[src/rtl/ball_if.sv]
// rtl/ball_if.sv - ball stage handshake bundle: frame tick, paddle/VGA inputs, ball outputs
interface ball_if;
    logic       update;
    logic       serve;
    logic [9:0] paddle_x;
    logic [9:0] vgax;
    logic [8:0] vgay;
    logic       pixel;
    logic [9:0] ball_x;
    logic [8:0] ball_y;
    logic       hit;
    logic       miss;

    modport master (
        output update, serve, paddle_x, vgax, vgay,
        input  pixel, ball_x, ball_y, hit, miss
    );

    modport slave (
        input  update, serve, paddle_x, vgax, vgay,
        output pixel, ball_x, ball_y, hit, miss
    );
endinterface

[src/rtl/ball.sv]
// rtl/ball.sv - ball mover with wall/paddle bounces, hit/miss pulses and registered ball pixel
module ball #(
    parameter int SCREEN_WIDTH  = 640,
    parameter int SCREEN_HEIGHT = 480,
    parameter int BALL_SIZE     = 8,
    parameter int SPEED         = 2,
    parameter int PADDLE_WIDTH  = 50,
    parameter int PADDLE_MIN_Y  = 440,
    parameter int START_X       = 316,
    parameter int START_Y       = 240,
    parameter int MISS_HOLD     = 60
) (
    input  logic clck,
    input  logic reset,
    ball_if.slave bus
);
    localparam int CW = (MISS_HOLD > 2) ? $clog2(MISS_HOLD) : 1;
    localparam logic [CW-1:0] HOLD_LAST = CW'(MISS_HOLD - 1);

    // All geometry is done in 11 bits so sums never wrap.
    localparam logic [10:0] L_W   = 11'(SCREEN_WIDTH);
    localparam logic [10:0] L_H   = 11'(SCREEN_HEIGHT);
    localparam logic [10:0] L_BS  = 11'(BALL_SIZE);
    localparam logic [10:0] L_SPD = 11'(SPEED);
    localparam logic [10:0] L_PW  = 11'(PADDLE_WIDTH);
    localparam logic [10:0] L_PY  = 11'(PADDLE_MIN_Y);

    typedef enum logic [1:0] {IDLE, PLAY, MISSED} state_t;

    state_t        state;
    logic [9:0]    bx;
    logic [8:0]    by;
    logic          dx_pos;
    logic          dy_down;
    logic [CW-1:0] hold;
    logic          pix_r, hit_r, miss_r;

    logic [10:0] x11, y11, px11, vx11, vy11;
    logic [9:0]  nx;
    logic [8:0]  ny;
    logic        ndx, ndy, bounce, bottom, crossing, overlap, on_ball;

    assign x11  = {1'b0, bx};
    assign y11  = {2'b0, by};
    assign px11 = {1'b0, bus.paddle_x};
    assign vx11 = {1'b0, bus.vgax};
    assign vy11 = {2'b0, bus.vgay};

    assign crossing = (y11 + L_BS <= L_PY) && (y11 + L_BS + L_SPD > L_PY);
    assign overlap  = (x11 + L_BS - 11'd1 >= px11) && (x11 <= px11 + L_PW);
    assign on_ball  = (state != MISSED)
                   && (vx11 >= x11) && (vx11 <= x11 + L_BS - 11'd1)
                   && (vy11 >= y11) && (vy11 <= y11 + L_BS - 11'd1);

    always_comb begin
        nx     = bx;
        ndx    = dx_pos;
        ny     = by;
        ndy    = dy_down;
        bounce = 1'b0;
        bottom = 1'b0;

        if (dx_pos) begin
            if (x11 + L_SPD + L_BS >= L_W) begin
                nx  = 10'(L_W - L_BS);
                ndx = 1'b0;
            end else begin
                nx = 10'(x11 + L_SPD);
            end
        end else if (x11 <= L_SPD) begin
            nx  = '0;
            ndx = 1'b1;
        end else begin
            nx = 10'(x11 - L_SPD);
        end

        // The paddle is only tested on the tick the ball's bottom edge crosses its top row.
        if (!dy_down) begin
            if (y11 <= L_SPD) begin
                ny  = '0;
                ndy = 1'b1;
            end else begin
                ny = 9'(y11 - L_SPD);
            end
        end else if (crossing) begin
            if (overlap) begin
                ny     = 9'(L_PY - L_BS);
                ndy    = 1'b0;
                bounce = 1'b1;
            end else begin
                ny = 9'(y11 + L_SPD);
            end
        end else if (y11 + L_BS + L_SPD >= L_H) begin
            ny     = 9'(L_H - L_BS);
            bottom = 1'b1;
        end else begin
            ny = 9'(y11 + L_SPD);
        end
    end

    always_ff @(posedge clck or posedge reset) begin
        if (reset) begin
            state   <= IDLE;
            bx      <= 10'(START_X);
            by      <= 9'(START_Y);
            dx_pos  <= 1'b1;
            dy_down <= 1'b0;
            hold    <= '0;
            pix_r   <= 1'b0;
            hit_r   <= 1'b0;
            miss_r  <= 1'b0;
        end else begin
            hit_r  <= 1'b0;
            miss_r <= 1'b0;
            pix_r  <= on_ball;
            if (bus.update) begin
                case (state)
                    IDLE: begin
                        if (bus.serve) begin
                            state   <= PLAY;
                            dx_pos  <= 1'b1;
                            dy_down <= 1'b0;
                        end
                    end
                    PLAY: begin
                        bx      <= nx;
                        by      <= ny;
                        dx_pos  <= ndx;
                        dy_down <= ndy;
                        hit_r   <= bounce;
                        if (bottom) begin
                            miss_r <= 1'b1;
                            state  <= MISSED;
                        end
                    end
                    MISSED: begin
                        if (hold == HOLD_LAST) begin
                            state   <= IDLE;
                            bx      <= 10'(START_X);
                            by      <= 9'(START_Y);
                            dx_pos  <= 1'b1;
                            dy_down <= 1'b0;
                            hold    <= '0;
                        end else begin
                            hold <= hold + 1'b1;
                        end
                    end
                    default: state <= IDLE;
                endcase
            end
        end
    end

    assign bus.pixel  = pix_r;
    assign bus.ball_x = bx;
    assign bus.ball_y = by;
    assign bus.hit    = hit_r;
    assign bus.miss   = miss_r;
endmodule

[src/flat_wrapper.sv]
// flat-port wrapper written by rule: the top's interface ports become plain ports
module ball_flat 
#(
    parameter int SCREEN_WIDTH  = 640,
    parameter int SCREEN_HEIGHT = 480,
    parameter int BALL_SIZE     = 8,
    parameter int SPEED         = 2,
    parameter int PADDLE_WIDTH  = 50,
    parameter int PADDLE_MIN_Y  = 440,
    parameter int START_X       = 316,
    parameter int START_Y       = 240,
    parameter int MISS_HOLD     = 60
)
  (clck, reset, bus_update, bus_serve, bus_paddle_x, bus_vgax, bus_vgay, bus_pixel, bus_ball_x, bus_ball_y, bus_hit, bus_miss);
  ball_if bus_i ();
  input  logic clck;
  input  logic reset;
  input wire logic [$bits(bus_i.update)-1:0] bus_update;
  input wire logic [$bits(bus_i.serve)-1:0] bus_serve;
  input wire logic [$bits(bus_i.paddle_x)-1:0] bus_paddle_x;
  input wire logic [$bits(bus_i.vgax)-1:0] bus_vgax;
  input wire logic [$bits(bus_i.vgay)-1:0] bus_vgay;
  output wire logic [$bits(bus_i.pixel)-1:0] bus_pixel;
  output wire logic [$bits(bus_i.ball_x)-1:0] bus_ball_x;
  output wire logic [$bits(bus_i.ball_y)-1:0] bus_ball_y;
  output wire logic [$bits(bus_i.hit)-1:0] bus_hit;
  output wire logic [$bits(bus_i.miss)-1:0] bus_miss;
  assign bus_i.update = bus_update;
  assign bus_i.serve = bus_serve;
  assign bus_i.paddle_x = bus_paddle_x;
  assign bus_i.vgax = bus_vgax;
  assign bus_i.vgay = bus_vgay;
  assign bus_pixel = bus_i.pixel;
  assign bus_ball_x = bus_i.ball_x;
  assign bus_ball_y = bus_i.ball_y;
  assign bus_hit = bus_i.hit;
  assign bus_miss = bus_i.miss;
  ball #(.SCREEN_WIDTH(SCREEN_WIDTH), .SCREEN_HEIGHT(SCREEN_HEIGHT), .BALL_SIZE(BALL_SIZE), .SPEED(SPEED), .PADDLE_WIDTH(PADDLE_WIDTH), .PADDLE_MIN_Y(PADDLE_MIN_Y), .START_X(START_X), .START_Y(START_Y), .MISS_HOLD(MISS_HOLD)) u_core (.clck(clck), .reset(reset), .bus(bus_i));
endmodule
[config.mk]
export PLATFORM = sky130hd
export DESIGN_NAME = ball_flat
export DESIGN_NICKNAME = d
export VERILOG_FILES = /design/src/rtl/ball_if.sv /design/src/rtl/ball.sv /design/src/flat_wrapper.sv
export SDC_FILE = /design/constraint.sdc
export NUM_CORES = 1
export LEC_CHECK = 0
export BUFFER_PORTS_ARGS = -buffer_cell sky130_fd_sc_hd__clkbuf_2
export CORE_UTILIZATION = 60
export CTS_BUF_LIST = sky130_fd_sc_hd__clkbuf_8
export CTS_CLUSTER_DIAMETER = 80
export DETAILED_ROUTE_END_ITERATION = 10
export PLACE_DENSITY = 0.81
export SYNTH_ARGS = -nofsm -noshare
export SYNTH_HDL_FRONTEND = slang
export SYNTH_SLANG_ARGS = --single-unit
[constraint.sdc]
create_clock -name clck -period 3.7 [get_ports clck]
set_input_delay 0.37 -clock clck [delete_from_list [all_inputs] [get_ports clck]]
set_output_delay 0.37 -clock clck [all_outputs]
set_load 0.05 [all_outputs]
==> results of run 1 <==
==> Yosys cell counts (all sizes together) (2+ instances only) <==
cell type / count
ha: 70
o21ai: 46
inv: 43
nand2: 40
nor2: 35
a21oi: 33
xnor2: 32
nor3: 25
dfrtp: 20
nand3: 20
buf: 16
nand4: 13
dfstp: 10
o211ai: 10
a21o: 9
nand2b: 9
o31ai: 7
a31oi: 6
clkbuf: 6
nor4: 6
or3: 6
a211oi: 5
a41oi: 5
and3: 5
nor2b: 5
xor2: 5
a211o: 4
and2: 4
a32oi: 3
and4: 3
o21a: 3
o22ai: 3
a2111oi: 2
a32o: 2
mux2: 2
o211a: 2
o221a: 2
o221ai: 2
o41ai: 2
==> power by group <==
group / internal (mW) / switching, mW / leakage [nW]
registers: 0.453 / 0.235 / 0.366
logic: 1.08 / 1.82 / 1.82
clock network: 0.150 / 0.143 / 0.0472
total: 1.68 / 2.19 / 2.23
==> layout make-up <==
class,instances,share of cell area
tap,96,0.0247
clock buffer,6,0.0170
inverter,44,0.0340
sequential,30,0.157
clock inverter,2,0.00257
multi-input combinational,448,0.696
timing repair buffer,62,0.0690
==> per-layer routing <==
metal  part of all wire  GRT usage
met3              0.072     0.0424
met4              0.036      0.154
met5                  0          0
met1               0.40      0.404
met2               0.49      0.590
==> per-stage QoR <==
step	worst slack, ns	instances	power, mW
2_1_floorplan	0.232	544	2.81
3_3_place_gp	0.429	680	3.42
3_5_place_dp	0.302	680	3.52
4_1_cts	0.277	688	3.83
5_1_grt	0.00584	688	4.19
6_report	0.205	688	3.88
==> kinds of logic after synthesis <==
logic type | Yosys count
AND/OR/NAND/NOR | 179
AO/OA/AOI/OAI | 155
adder cells (fa/ha/maj) | 71
buffers and inverters | 66
XOR/XNOR | 38
flip-flops | 30
multiplexers | 3
other | 1
==> worst max-delay path: stages, from the launching register on <==
cell and delay, ns:
dfstp_2 0.66, inv_1 0.15, ha_1 0.29, or3_1 0.43
nor3_1 0.20, xnor2_1 0.12, ha_1 0.30, nand3_1 0.07
o31ai_1 0.45, o2111ai_2 0.24, nor3b_2 0.22, a21oi_1 0.16
o22ai_1 0.08
==> path summary, 6_finish.rpt <==
path | from | endpoint | slack (ns) | cells past startpoint
worst max-delay path | u_core.bus.ball_x[2]$_DFFE_PP1P_ | u_core.bus.ball_y[2]$_DFFE_PP0P_ | 0.21 | 12
worst min-delay path | reset | u_core.bus.ball_y[3]$_DFFE_PP0P_ | 0.17 | 2
worst max register to register | u_core.bus.ball_x[2]$_DFFE_PP1P_ | u_core.bus.ball_y[2]$_DFFE_PP0P_ | 0.21 | 12
worst min register to register | u_core.hold[5]$_DFFE_PP0P_ | u_core.hold[5]$_DFFE_PP0P_ | 0.51 | 1
max in group asynchronous | reset | u_core.bus.ball_y[5]$_DFFE_PP1P_ | 2.79 | 3
min in group clck | bus_update | u_core.bus.hit$_DFF_PP0_ | 0.38 | 3
==> flip-flops by register name, summed over array words and instances, names as in the netlist <==
signal,flops
u_core.bus.ball_x,9
u_core.bus.ball_y,8
u_core.hold,6
u_core.state,2
u_core.bus.hit,1
u_core.bus.miss,1
u_core.bus.pixel,1
u_core.dx_pos,1
u_core.dy_down,1
==> repair_timing <==
item / in CTS / in global routing
buffers inserted: 0 / 0
endpoints found under the setup margin: 0 / 1
hold buffers: 0 / 0
gates resized for setup: 0 / 1
==> flow_metrics.tcl, run 1 <==
set metrics [dict create \
    status "finished, final reports clean" \
    crit_type "flip-flop to flip-flop" \
    fin_crit_ns 3.49 \
    whs_ns 0.170 \
    antenna_found_initial 0 \
    fin_area_um2 4860 \
    cts_root_buffer "clkbuf_8" \
    peakVddDrop_mv 0.469 \
    synth-edff-count 0 \
    drt_first_iter_violations 312 \
    finalCritPeriodShare 0.945 \
    track_usage 0.334 \
    critPathMaxFanout 12 \
    fin_skew_ns 0.00924 \
    cts_buffers 5 \
    rows 30 \
    p_leak_nw 2.23 \
    required_ns 3.87 \
    ys_seq_elements 30 \
    grt_pass1_wl_mm 20.1 \
    postPlaceCellArea_um2 4760 \
    grt_pass1_vias 4348 \
    critPathArrivalTime_ns 3.67 \
    synth_area_per_cell_um2 8.15 \
    yosys_warnings 0 \
    num_io_pins 55 \
    layout_commonest_cell "ha_1" \
    synthMuxAreaShare 0.00735 \
    synth-xor-area-share 0.0888 \
    hold_class "primary input to asynchronous set/reset pin" \
    fillers 591 \
    overflow 0 \
    finalHoldViolations 0 \
    start_util 0.637 \
    synth_compound_area_frac 0.243 \
    slew_viol_final 0 \
    async_flop_share 1.00 \
    cp-start-kind "flip-flop" \
    port_buffers 52 \
    clk_pin_slew_ns 0.08 \
    dieWidth_um 87.9 \
    dieArea_um2 7720 \
    synth_top_area_frac 0.198 \
    setup-tns-final_ns 0 \
    grt_max_degree 19 \
    yosys.area.top_type "ha_1" \
    layout.nets 694 \
    dp_hpwl_mm 9.72 \
    clock-sinks 30 \
    cts_buffer_depth 2 \
    synth-adder-area-share 0.200 \
    area_growth_pct 9.81 \
    drt-pass1-iter-count 5 \
    finalWirelength_mm 12.3 \
    fmax_mhz 286 \
    maxCapViolations 0 \
    synth_flop_cell "dfrtp_1" \
    multiInputGateArea_um2 3380 \
    final-setup-viol-count 0 \
    cp-end-kind "flip-flop" \
    synth_area_um2 4430 \
    synth-simple-area-share 0.222 \
    drc 0 \
    final_util 0.700 \
    clk_latency_ns 0.29 \
    cts_tree "done" \
    powerDensity_nw_per_um2 797 \
    max_slew_margin 0.511 \
    vias 4447 \
    synth_cells 543 \
    place.gp.congestion 0.949 \
    die_height_um 87.9 \
    yosysSeqAreaShare 0.172 \
    route.detailed.wl_per_inst_um 17.9 \
    viasPerCell 6.46 \
    synth_top_family_by_area "compound AO/OA/AOI/OAI gates" \
    layout.area.seq_um2 763 \
    layout-drive-gt1-share 0.194 \
    yosys-top-cells-area "ha_1 (20%), dfrtp_1 (11%), dfstp_2 (5.9%)" \
    most-common-layout-cells "ha_1 (70), clkbuf_2 (52), o21ai_0 (41)" \
    rsz0062_at_grt "no" \
    synth_cell_types 84 \
    worstMarginPinSlew_ns 0.733 \
    diodes 0 \
    cts_max_level 2 \
    ant_nets 0 \
    core_area_um2 6940 \
]
Power figures use the tool's default switching activity.
==> inputs of run 2 (changes only) <==
--- a/config.mk
+++ b/config.mk
@@ -6,11 +6,11 @@
 export NUM_CORES = 1
 export LEC_CHECK = 0
 export BUFFER_PORTS_ARGS = -buffer_cell sky130_fd_sc_hd__clkbuf_2
-export CORE_UTILIZATION = 60
+export CORE_UTILIZATION = 55
 export CTS_BUF_LIST = sky130_fd_sc_hd__clkbuf_8
 export CTS_CLUSTER_DIAMETER = 80
 export DETAILED_ROUTE_END_ITERATION = 10
-export PLACE_DENSITY = 0.81
+export PLACE_DENSITY = 0.75
 export SYNTH_ARGS = -nofsm -noshare
 export SYNTH_HDL_FRONTEND = slang
 export SYNTH_SLANG_ARGS = --single-unit
==> run 2 against run 1 <==
  * Hold slack gained 0.031 ns
  * Design area grew 0.26%
  * Sequential share of layout area is essentially flat
  * Clock skew shrank 0.0057 ns
  * Sequential cell count is the same
  * Via count shrank 1.7%
  * Die area grew 8.9%
  * Wire length shrank 2.7%
  * Core utilization shrank 7.3 points
  * Setup slack gained 0.056 ns
  * Register-to-register slack gained 0.06 ns
  * Combinational power shrank 1%
  * Largest cell class unchanged
==> flow_metrics.tcl, run 2 (same netlist as run 1, synthesis figures left out) <==
set metrics [dict create \
    peakVddDrop_mv 0.541 \
    routed.top_layer "met4" \
    status "finished, final reports clean" \
    start_util 0.570 \
    max_stage_delay_ns 0.66 \
    slew_viol_final 0 \
    clock-sinks 30 \
    dieWidth_um 91.7 \
    cp_top_family "simple AND/OR/NAND/NOR gates" \
    antenna_found_initial 0 \
    finalWirelength_mm 12.0 \
    clk_pin_slew_ns 0.07 \
    layout.nets 694 \
    hold_class "primary input to asynchronous set/reset pin" \
    port_buffers 52 \
    wl_met1_mm 5.24 \
    r2r-start "u_core.bus.ball_x[2]$_DFFE_PP1P_" \
    most-common-layout-cells "ha_1 (70), clkbuf_2 (52), o21ai_0 (41)" \
    grt_max_degree 21 \
    area_growth_pct 10.1 \
    drt-pass1-iter-count 5 \
    instances_no_fill 694 \
    critPathMaxFanout 12 \
    wl_met3_um 752 \
    die_height_um 91.7 \
    cts_buffers 5 \
    dp_hpwl_mm 9.35 \
    core_area_um2 7770 \
    r2r_slack_ns 0.26 \
    worstRegToRegCells 13 \
    finalHoldViolations 0 \
    cp-end-kind "flip-flop" \
    ant_nets 0 \
    max_slew_margin 0.470 \
    final_util 0.627 \
    overflow 0 \
    dp.cells 686 \
    fmax_mhz 291 \
    total_power_mw 3.84 \
    finalCritPeriodShare 0.929 \
    fillers 674 \
    p_leak_nw 2.24 \
    num_io_pins 55 \
    cts_root_buffer "clkbuf_8" \
    required_ns 3.88 \
    layout_commonest_cell "ha_1" \
    crit_slowest_cell "dfstp_2" \
    final-setup-viol-count 0 \
    postCtsHoldBufs 0 \
    rows 32 \
    largest_register_ffs 9 \
    timing.rr.end "u_core.bus.ball_y[8]$_DFFE_PP0P_" \
    track_usage 0.293 \
    grt_pass1_vias 4158 \
    dieArea_um2 8410 \
    cp-start-kind "flip-flop" \
    maxCapViolations 0 \
    critPathArrivalTime_ns 3.62 \
    drc 0 \
    diodes 0 \
    worstMarginPinSlew_ns 0.789 \
    cp_cell_sequence "inv_1, ha_1, or3_1, nor3_1, xnor2_1, ha_1, a21o_1, o21ai_0, o31ai_2, o2111ai_2, nor3b_2, o21ai_0, and3_1" \
    viasPerCell 6.30 \
    drt_first_iter_violations 313 \
    powerDensity_nw_per_um2 789 \
    fin_crit_ns 3.44 \
    met2_length_mm 5.79 \
    cts_max_level 2 \
    fin_skew_ns 0.00350 \
    path_buf_inv 1 \
    cts_buffer_depth 2 \
    cts_tree "done" \
    place.gp.congestion 0.943 \
    crit_type "flip-flop to flip-flop" \
    layout-drive-gt1-share 0.196 \
    grt_pass1_wl_mm 19.9 \
    vias 4372 \
    route.detailed.wl_per_inst_um 17.3 \
    clk_latency_ns 0.29 \
]
run 2: cell counts in the layout (fill, tap and decap cells not counted):
No cell type changed its count.
run 2: timing repair:
action                     CTS  global route
gates resized for setup      0             2
setup buffers                0             0
setup endpoints to repair    0             2
run 2: metal layers:
metal	GRT usage	up-vias
met2	0.517	191
met1	0.374	2061
met5	0	-
li1	-	2095
met4	0.0846	0
met3	0.0398	25
run 2: layout make-up:
type                    count  area (um2)  share of cell area
multi-input cells         448        3390               0.695
well taps                 102         128              0.0262
clock inverters             2        12.5             0.00257
flip-flops and latches     30         763               0.157
repair buffers             62         335              0.0688
clock buffers               6        82.6              0.0169
inverters                  44         165              0.0339
run 2: where the power goes:
| group | internal (mW) | switching [mW] | leakage, nW |
|---|---|---|---|
| clock | 0.149 | 0.135 | 0.0472 |
| combinational | 1.08 | 1.77 | 1.82 |
| sequential | 0.454 | 0.257 | 0.366 |
run 2: worst max-delay path by stage:
stage / from / endpoint / slack, ns / cells past startpoint
after global routing: u_core.bus.ball_x[2]$_DFFE_PP1P_ / u_core.bus.ball_y[8]$_DFFE_PP0P_ / -0.009 / 13
after CTS: u_core.bus.ball_x[2]$_DFFE_PP1P_ / u_core.bus.ball_y[2]$_DFFE_PP0P_ / 0.26 / 12
final: u_core.bus.ball_x[2]$_DFFE_PP1P_ / u_core.bus.ball_y[8]$_DFFE_PP0P_ / 0.26 / 13
after detailed placement: u_core.bus.ball_x[2]$_DFFE_PP1P_ / u_core.bus.ball_y[2]$_DFFE_PP0P_ / 0.28 / 12
after global placement: u_core.bus.ball_x[2]$_DFFE_PP1P_ / u_core.bus.ball_y[1]$_DFFE_PP0P_ / 0.40 / 12
after floorplan: u_core.bus.ball_x[1]$_DFFE_PP0P_ / u_core.bus.pixel$_DFF_PP0_ / 0.23 / 14
run 2: through the flow:
| step | hold slack, ns | worst slack, ns | setup TNS, ns | area (um2) |
|---|---|---|---|---|
| CTS | 0.226 | 0.258 | 0 | 4860 |
| floorplan | 0.450 | 0.232 | 0 | 4430 |
| global placement | 0.467 | 0.399 | 0 | 4770 |
| finish | 0.201 | 0.261 | 0 | 4870 |
| global route | 0.250 | -0.00932 | -0.00932 | 4870 |
| detailed placement | 0.493 | 0.279 | 0 | 4770 |
